<file path="src/rtl/fractal_ctrl_axil_slave.sv">
// fractal_ctrl_axil_slave: AXI4-Lite register block for the fractal core.
// Optional 0x08 frame counter: define FRACTAL_CTRL_FRAME_CNT_EN.
module fractal_ctrl_axil_slave #(
  parameter int ADDR_W = 6,
  parameter int DATA_W = 32
) (
  input  logic              aclk,
  input  logic              aresetn,
  input  logic [ADDR_W-1:0] s_axi_awaddr,
  input  logic              s_axi_awvalid,
  output logic              s_axi_awready,
  input  logic [DATA_W-1:0] s_axi_wdata,
  input  logic [DATA_W/8-1:0] s_axi_wstrb,
  input  logic              s_axi_wvalid,
  output logic              s_axi_wready,
  output logic [1:0]        s_axi_bresp,
  output logic              s_axi_bvalid,
  input  logic              s_axi_bready,
  input  logic [ADDR_W-1:0] s_axi_araddr,
  input  logic              s_axi_arvalid,
  output logic              s_axi_arready,
  output logic [DATA_W-1:0] s_axi_rdata,
  output logic [1:0]        s_axi_rresp,
  output logic              s_axi_rvalid,
  input  logic              s_axi_rready,
  input  logic              frame_start,
  output logic              run,
  output logic [2:0]        palette,
  output logic [DATA_W-1:0] x0,
  output logic [DATA_W-1:0] y0,
  output logic [DATA_W-1:0] dx,
  output logic [DATA_W-1:0] dy,
  output logic [DATA_W-1:0] cr,
  output logic [DATA_W-1:0] ci
);

  typedef enum logic {W_IDLE, W_RESP} wr_state_t;
  typedef enum logic {R_IDLE, R_DATA} rd_state_t;

  wr_state_t wr_state, wr_next;
  rd_state_t rd_state, rd_next;

  logic                live;
  logic                aw_held, w_held;
  logic [ADDR_W-1:0]   aw_addr_q;
  logic [DATA_W-1:0]   w_data_q;
  logic [DATA_W/8-1:0] w_strb_q;
  logic                aw_hs, w_hs, ar_hs, wr_go, wr_bad;
  logic [ADDR_W-1:0]   wr_addr;
  logic [DATA_W-1:0]   wr_data;
  logic [DATA_W/8-1:0] wr_strb;
  logic [2:0]          wr_idx, rd_idx;
  logic [DATA_W-1:0]   rd_val;
  logic                unused_addr;

  logic                pend_run, act_run;
  logic [2:0]          pend_pal, act_pal;
  logic [DATA_W-1:0]   pend_p [6];
  logic [DATA_W-1:0]   act_p  [6];
  logic [DATA_W-1:0]   frame_cnt;

  function automatic logic [DATA_W-1:0] merge(
    input logic [DATA_W-1:0]   old,
    input logic [DATA_W-1:0]   nw,
    input logic [DATA_W/8-1:0] strb
  );
    merge = old;
    for (int b = 0; b < DATA_W/8; b++)
      if (strb[b]) merge[8*b +: 8] = nw[8*b +: 8];
  endfunction

  assign aw_hs   = s_axi_awvalid & s_axi_awready;
  assign w_hs    = s_axi_wvalid & s_axi_wready;
  assign ar_hs   = s_axi_arvalid & s_axi_arready;
  assign wr_addr = aw_held ? aw_addr_q : s_axi_awaddr;
  assign wr_data = w_held ? w_data_q : s_axi_wdata;
  assign wr_strb = w_held ? w_strb_q : s_axi_wstrb;
  assign wr_idx  = wr_addr[5:3];
  assign rd_idx  = s_axi_araddr[5:3];
  assign wr_bad  = wr_addr[2] | (wr_idx == 3'd1);
  assign wr_go   = (wr_state == W_IDLE) & (aw_held | aw_hs)
                 & (w_held | w_hs);
  assign unused_addr = ^{wr_addr[1:0], s_axi_araddr[1:0]};

  // Readies stay low until the first clock after reset release
  always_ff @(posedge aclk or negedge aresetn) begin
    if (!aresetn) live <= 1'b0;
    else          live <= 1'b1;
  end

  // Write FSM state register
  always_ff @(posedge aclk or negedge aresetn) begin
    if (!aresetn) wr_state <= W_IDLE;
    else          wr_state <= wr_next;
  end

  // Write FSM next state
  always_comb begin
    wr_next = wr_state;
    case (wr_state)
      W_IDLE:  if (wr_go) wr_next = W_RESP;
      W_RESP:  if (s_axi_bready) wr_next = W_IDLE;
      default: wr_next = W_IDLE;
    endcase
  end

  // Write FSM outputs; a captured channel stops accepting until commit
  always_comb begin
    s_axi_awready = live & (wr_state == W_IDLE) & ~aw_held;
    s_axi_wready  = live & (wr_state == W_IDLE) & ~w_held;
    s_axi_bvalid  = (wr_state == W_RESP);
  end

  // Hold AW and W independently until both have arrived
  always_ff @(posedge aclk or negedge aresetn) begin
    if (!aresetn) begin
      aw_held   <= 1'b0;
      w_held    <= 1'b0;
      aw_addr_q <= '0;
      w_data_q  <= '0;
      w_strb_q  <= '0;
    end else if (wr_go) begin
      aw_held <= 1'b0;
      w_held  <= 1'b0;
    end else begin
      if (aw_hs) begin
        aw_held   <= 1'b1;
        aw_addr_q <= s_axi_awaddr;
      end
      if (w_hs) begin
        w_held   <= 1'b1;
        w_data_q <= s_axi_wdata;
        w_strb_q <= s_axi_wstrb;
      end
    end
  end

  // Pending register update and write response code
  always_ff @(posedge aclk or negedge aresetn) begin
    if (!aresetn) begin
      pend_run    <= 1'b0;
      pend_pal    <= '0;
      s_axi_bresp <= 2'b00;
      for (int i = 0; i < 6; i++) pend_p[i] <= '0;
    end else if (wr_go) begin
      s_axi_bresp <= wr_bad ? 2'b10 : 2'b00;
      if (!wr_bad) begin
        if (wr_idx == 3'd0) begin
          if (wr_strb[0]) pend_run <= wr_data[0];
          if (wr_strb[1]) pend_pal <= wr_data[10:8];
        end
        for (int i = 0; i < 6; i++)
          if (wr_idx == 3'(i + 2))
            pend_p[i] <= merge(pend_p[i], wr_data, wr_strb);
      end
    end
  end

  // Shadow copies: free-running while stopped, frame-aligned while running
  always_ff @(posedge aclk or negedge aresetn) begin
    if (!aresetn) begin
      act_run <= 1'b0;
      act_pal <= '0;
      for (int i = 0; i < 6; i++) act_p[i] <= '0;
    end else begin
      act_run <= pend_run;
      if (!pend_run || frame_start) begin
        act_pal <= pend_pal;
        for (int i = 0; i < 6; i++) act_p[i] <= pend_p[i];
      end
    end
  end

`ifdef FRACTAL_CTRL_FRAME_CNT_EN
  // Count frames started while running; wraps naturally
  always_ff @(posedge aclk or negedge aresetn) begin
    if (!aresetn)                   frame_cnt <= '0;
    else if (frame_start & act_run) frame_cnt <= frame_cnt + 1'b1;
  end
`else
  assign frame_cnt = '0;
`endif

  // Read mux over pending values
  always_comb begin
    rd_val = '0;
    if (rd_idx == 3'd0)
      rd_val = {{(DATA_W-11){1'b0}}, pend_pal, 7'b0, pend_run};
    if (rd_idx == 3'd1)
      rd_val = frame_cnt;
    for (int i = 0; i < 6; i++)
      if (rd_idx == 3'(i + 2)) rd_val = pend_p[i];
  end

  // Read FSM state register
  always_ff @(posedge aclk or negedge aresetn) begin
    if (!aresetn) rd_state <= R_IDLE;
    else          rd_state <= rd_next;
  end

  // Read FSM next state
  always_comb begin
    rd_next = rd_state;
    case (rd_state)
      R_IDLE:  if (ar_hs) rd_next = R_DATA;
      R_DATA:  if (s_axi_rready) rd_next = R_IDLE;
      default: rd_next = R_IDLE;
    endcase
  end

  // Read FSM outputs
  always_comb begin
    s_axi_arready = live & (rd_state == R_IDLE);
    s_axi_rvalid  = (rd_state == R_DATA);
  end

  // Read data captured on AR handshake, held until accepted
  always_ff @(posedge aclk or negedge aresetn) begin
    if (!aresetn) begin
      s_axi_rdata <= '0;
      s_axi_rresp <= 2'b00;
    end else if (ar_hs) begin
      s_axi_rdata <= s_axi_araddr[2] ? '0 : rd_val;
      s_axi_rresp <= s_axi_araddr[2] ? 2'b10 : 2'b00;
    end
  end

  assign run     = act_run;
  assign palette = act_pal;
  assign x0      = act_p[0];
  assign y0      = act_p[1];
  assign dx      = act_p[2];
  assign dy      = act_p[3];
  assign cr      = act_p[4];
  assign ci      = act_p[5];

endmodule

</file>
<file path="config.mk">
export PLATFORM = sky130hd
export DESIGN_NAME = fractal_ctrl_axil_slave
export DESIGN_NICKNAME = d
export VERILOG_FILES = /design/src/rtl/fractal_ctrl_axil_slave.sv
export SDC_FILE = /design/constraint.sdc
export NUM_CORES = 1
export LEC_CHECK = 0
export CAP_MARGIN = 20
export CORE_ASPECT_RATIO = 0.5
export CORE_MARGIN = 3
export CORE_UTILIZATION = 54
export CTS_CLUSTER_SIZE = 12
export DETAILED_ROUTE_END_ITERATION = 12
export GPL_ROUTABILITY_DRIVEN = 0
export PLACE_DENSITY_LB_ADDON = 0.2
export SLEW_MARGIN = 20
export SYNTH_ARGS = -nofsm -noshare
export SYNTH_HDL_FRONTEND = slang
export SYNTH_SLANG_ARGS = --single-unit
</file>
<file path="constraint.sdc">
create_clock -name aclk -period 2.85 [get_ports aclk]
set_input_delay 0.855 -clock aclk [delete_from_list [all_inputs] [get_ports aclk]]
set_output_delay 0.855 -clock aclk [all_outputs]
set_load 0.005 [all_outputs]
</file>
==> results of run 1 <==
[logic make-up after synthesis]
group	after synthesis
other	2
AOI/OAI and AO/OA	146
muxes	501
DFF	471
and+or+nand+nor	176
buffers and inverters	78
[final cells by class]
cell class | count | area, µm²
diodes | 2 | 5.00
flip-flops and latches | 471 | 11800
repair buffers | 372 | 3890
multi-input cells | 826 | 7740
well taps | 475 | 594
fillers | 2298 | 10000
inverters | 2 | 7.51
clock buffers | 51 | 1190
clock inverters | 2 | 16.3
[per-stage QoR]
stage	setup TNS [ns]	hold WS (ns)
2_1_floorplan	0	0.375
3_3_place_gp	-7.77	0.440
3_5_place_dp	-10.79	0.450
4_1_cts	0	0.273
5_1_grt	0	0.257
6_report	0	0.237
[cell usage after synthesis]
cell type,n
dfrtp_1,471
mux2_2,468
clkbuf_1,66
nand2_1,42
nor2_1,42
a21oi_1,36
nor2b_1,36
mux2i_1,33
o221a_2,28
o2bb2ai_1,28
o31ai_1,28
nand3_1,21
o21ai_0,11
nor3b_1,8
buf_1,6
nand3_2,6
nor3_1,5
a2111oi_0,4
a32oi_1,4
o41ai_1,4
buf_4,3
nand3b_1,3
or3b_2,3
conb_1,2
inv_1,2
nand2b_1,2
or3_1,2
a2111oi_4,1
a21boi_1,1
buf_2,1
nand4b_1,1
nor4_1,1
nor4b_1,1
nor4b_4,1
nor4bb_1,1
o21a_1,1
or2_2,1
[worst max path at each step]
| stage | end | cells past startpoint | slack, ns |
|---|---|---|---|
| floorplan | pend_p[32] | 4 | 0.34 |
| global placement | pend_p[96] | 7 | -0.12 |
| detailed placement | pend_p[97] | 7 | -0.13 |
| CTS | s_axi_awready | 3 | 0.04 |
| global route | s_axi_awready | 2 | 0.004 |
| finish | s_axi_awready | 2 | 0.05 |
[worst register-to-register path: stages (launching register included)]
cell and delay, ns:
dfrtp_1 0.73, or3b_2 0.54, a2111oi_4 0.32, buf_4 0.22
nand3_2 0.14, buf_12 0.18, mux2_2 0.27
[power by group]
group | switching (mW) | total [mW] | leakage [nW] | internal (mW)
combinational | 2.76 | 7.17 | 4.84 | 4.42
sequential | 1.57 | 10.5 | 6.35 | 8.91
clock | 2.37 | 5.29 | 0.589 | 2.92
[registers in the layout, summed over array words and instances (netlist names), 32 cells and up]
name	cells
dy	32
dx	32
s_axi_rdata	32
w_data_q	32
y0	32
x0	32
ci	32
cr	32
pend_p	192
[metal layers]
layer	vias to the layer above	GRT usage	share of wire
met2	368	0.465	0.51
met1	6821	0.343	0.42
li1	5694	-	-
met5	-	0	0
met4	0	0.0822	0.030
met3	112	0.0465	0.046
[what timing repair did]
item,in CTS,in global routing
buffers inserted,1,0
pin swaps,1,0
resized for setup,2,1
setup endpoints to repair,1,1
==> metrics, run 1 <==
status completed; total global-route track usage 0.266; Cells after Synth 1374; Static Leak 11.8 nW; half-perimeter wire length after placement 35600 µm; Synth area leader dfrtp_1; Fmax between 0.3 and 0.4 GHz; CP bufs+invs 1; element type at the critical path end output port; Reg2Reg Capture Point pend_p[102]; placed inst area between 0.02 and 0.025 mm²; final cell area excluding filler cells 0.0252 mm²; Synth Area in Adders 0; Power Total 22.9 mW; Std-Cell Rows 48; Post-Syn Area approximately 0.02 mm²; GRT Residual Overflow 0; final core utilization 0.716; FF+latch count, synth between 400 and 500; final worst-path cycle share 0.984; post-synthesis compound-gate area fraction 0.0583; clock buffer count from CTS 45; Antenna Nets Post-Route 0; commonest non-fill, non-tap cells in the layout dfrtp_1, mux2_2, clkdlybuf4s50_1; H-tree depth 2; Root Driver clkbuf_16; final number of hold-violating endpoints 0; setup ws final about 0.046 ns; Worst Tran Pin Value 0.614 ns; first-pass GRT wire length between 80000 and 90000 µm; routed len/inst 23.7 µm; Ys Warns 0; post-synth top area share 0.596; cell count after placement 2145; Worst Hold Class input pin to asynchronous set/reset pin; DRC 0; CP Cell Sequence nor2_1 -> clkdlybuf4s50_1; Final Max Tran Viols 0; fin cells 2201; crit path launch aw_held; commonest non-fill, non-tap cell in the layout dfrtp_1; critical path data required time 2.00 ns; clk buf depth 3; Max-slew headroom 0.591; Iteration-0 DRC Markers 911; Worst setup SP type flip-flop; maximum VDD drop approximately 0.00051 V; Mapped Avg Cell Area 14.4 µm²; final net count around 1800; CTS tree done; largest family of logic cells by synthesized area multiplexers; mux contribution to synthesized area 0.283; Worst R2R Path Depth 6; FF-to-FF setup slack 0.34 ns; Slowest-stage cell, CP dfrtp_1; RSZ-0062 raised after global routing false; Final min period roughly 2.8 ns; worst-skew pair later-pin latency 0.55 ns; largest net degree at the start of global routing 78; Synth cell types 37; clk sinks 471; core footprint 0.0353 mm²; CP arrival around 2.0 ns; max incr delay on CP 0.60 ns; Power Density 909 mW/mm²; clk slew on worst S/H paths 0.06 ns; share of cells above drive strength 1 0.382; sequential area share after synthesis 0.596; WL final 52200 µm; Die X between 200 and 300 µm; largest fanout on the critical path 20; vias 13000; pre-CTS WS -0.130 ns; DRT Pass-1 Iters 5; Max Cap Viol 0; WS Path Type flip-flop to output port; IO buf count approximately 290; Layout area overhead 27.6%; I/O pins 293; Post-Synth Simple-Gate Area 0.0469; CTS Hold Buffers Added 0; vias in the first global route 14000; top cells by area, synth dfrtp_1, mux2_2, mux2i_1, o221a_2, clkbuf_1; Die Span Y 141 µm; vias per cell between 5 and 6; Initial Utilization 0.561; final setup violation count 0; r2r startpoint aw_held; Clock Skew 0.0149 ns; die area 0.0391 mm²; Top Family by Delay on Critical Path flip-flops; initial antenna violation count 2; post-synthesis xor/xnor area fraction 0
(Power assumes the default switching activity.)
==> inputs of run 2 (changes only) <==
Settings changed: CORE_MARGIN 3 to default.
==> metrics, run 2 (same netlist as run 1, synthesis figures left out) <==
DRC 0 (unchanged); Power Density 913 mW/mm² (+0.41%); die area 0.0374 mm² (-4.2%); GRT Residual Overflow 0 (unchanged); Layout area overhead 27.5% (about the same); final net count 1778 (+0.23%); Static Leak 11.8 nW (about the same); critical path data required time 2.00 ns (about the same); DRT Pass-1 Iters 5 (unchanged); Worst Tran Pin Value 0.684 ns (+0.0701 ns); share of cells above drive strength 1 0.384 (+0.00192); IO buf count 286 (unchanged); final core utilization 0.701 (-0.0150); CTS tree done; routed len/inst 23.2 µm (-1.9%); vias per cell 5.80 (-1.8%); Antenna Nets Post-Route 0 (unchanged); WL final 51500 µm (-1.3%); Iteration-0 DRC Markers 861 (-5.5%); cell count after placement 2157 (+0.56%); CP arrival 1.86 ns (-0.09 ns); Reg with most FFs pend_p; maximum VDD drop 0.000442 V (-14%); Top Family by Delay on Critical Path buffers and inverters; Die Span Y 137 µm (-2.8%); core footprint 0.0360 mm² (+2.1%); Clock Skew 0.0288 ns (+0.0139 ns); Worst Hold Class input pin to asynchronous set/reset pin; pre-CTS WS -0.129 ns (+0.00151 ns); met3 Resource Use GR 0.0397 (-0.00680); vias 12800 (-1.2%); commonest non-fill, non-tap cells in the layout mux2_2, dfrtp_1, clkdlybuf4s50_1; RSZ-0062 raised after global routing false; final worst-path cycle share 0.952 (-0.0315); CP Cell Sequence nand2b_2 -> nor2_4 -> clkdlybuf4s50_1; clk sinks 471 (unchanged); element type at the critical path end output port; Worst setup SP type flip-flop; clock buffer count from CTS 45 (unchanged); half-perimeter wire length after placement 35000 µm (-1.5%); total global-route track usage 0.275 (+0.00913); final number of hold-violating endpoints 0 (unchanged); Std-Cell Rows 49 (+2.1%); I/O pins 293 (unchanged); setup ws final 0.136 ns (+0.0897 ns); placed inst area 0.0240 mm² (-0.18%); Diodes inserted 0 (-2); largest net degree at the start of global routing 85 (+9.0%); Slowest-stage cell, CP clkdlybuf4s50_1; clk buf depth 3 (unchanged); CTS Hold Buffers Added 0 (unchanged); Fmax 0.368 GHz (+3.3%); M2 GR Usage 0.467 (+0.00250); clk slew on worst S/H paths 0.06 ns (about the same); WS Path Type flip-flop to output port; CP bufs+invs 1 (unchanged); final cell area excluding filler cells 0.0252 mm² (about the same); GR peak layer met2; max reg flops 192 (unchanged); Die X 273 µm (-1.4%); Max-slew headroom 0.544 (-0.0467); max incr delay on CP 0.54 ns (-0.06 ns); Root Driver clkbuf_16; H-tree depth 2 (unchanged); worst-skew pair later-pin latency 0.56 ns (about the same); status completed; Initial Utilization 0.550 (-0.0115); vias in the first global route 13700 (-2.5%); Final Max Tran Viols 0 (unchanged); initial antenna violation count 0 (-2); Max Cap Viol 0 (unchanged); fin cells 2215 (+0.64%); Final min period 2.71 ns (-0.0897 ns); first-pass GRT wire length 78800 µm (-3.1%); final setup violation count 0 (unchanged); largest fanout on the critical path 4 (-80%); grt met1 use 0.365 (+0.0223)
[run 2: cell count changes in the layout (fill, tap and decap cells not counted), moves of 2 or more]
| cell | change |
|---|---|
| buf_4 | +9 |
| buf_12 | -6 |
| clkbuf_1 | +2 |
| clkbuf_8 | +2 |
| diode_2 | -2 |
[run 2: area by class of cell]
type                    instances  area [µm²]
well taps                     484         606
inverters                       2        7.51
flip-flops and latches        471       11800
multi-input cells             826        7740
repair buffers                376        3850
clock inverters                 1        8.76
clock buffers                  55        1230
fillers                      2393       10800
[run 2: where the power goes]
group          internal (mW)  switching (mW)  leakage, nW  total [mW]
Sequential              8.91            1.55         6.35        10.5
Clock                   2.98            2.38        0.605        5.36
Combinational           4.44            2.77         4.82        7.21
[run 2: metal layers]
metal	vias to the layer above	share of wire	routed length, µm
li1	5702	-	-
met2	340	0.50	25800
met4	0	0.028	1460
met1	6702	0.43	21900
met5	-	0	0
met3	98	0.044	2270
[run 2: final timing paths]
check                                  start           end  slack (ns)  depth (start not counted)
min in group aclk                   pend_run           run        0.47                          0
worst min register to register      pend_run           run        0.47                          0
worst max register to register        w_held   pend_p[103]        0.45                          8
worst min-delay path                 aresetn        y0[11]        0.26                          1
worst max-delay path            s_axi_bvalid  s_axi_wready        0.14                          3
max in group asynchronous            aresetn        ci[25]        1.79                          2
[run 2: repair_timing]
| item | 4_1_cts | 5_1_grt |
|---|---|---|
| endpoints found under the hold margin | 0 | 0 |
| setup endpoints to repair | 1 | 2 |
| resized for setup | 3 | 2 |
| buffers inserted | 0 | 2 |
[run 2: through the flow]
step                      power, mW  hold WS [ns]  TNS [ns]
final                          23.0         0.264         0
after global routing           24.2         0.279         0
after CTS                      23.2         0.254         0
after detailed placement       17.7         0.465    -12.53
after global placement         17.3         0.446     -6.61
after floorplan                13.7         0.375         0
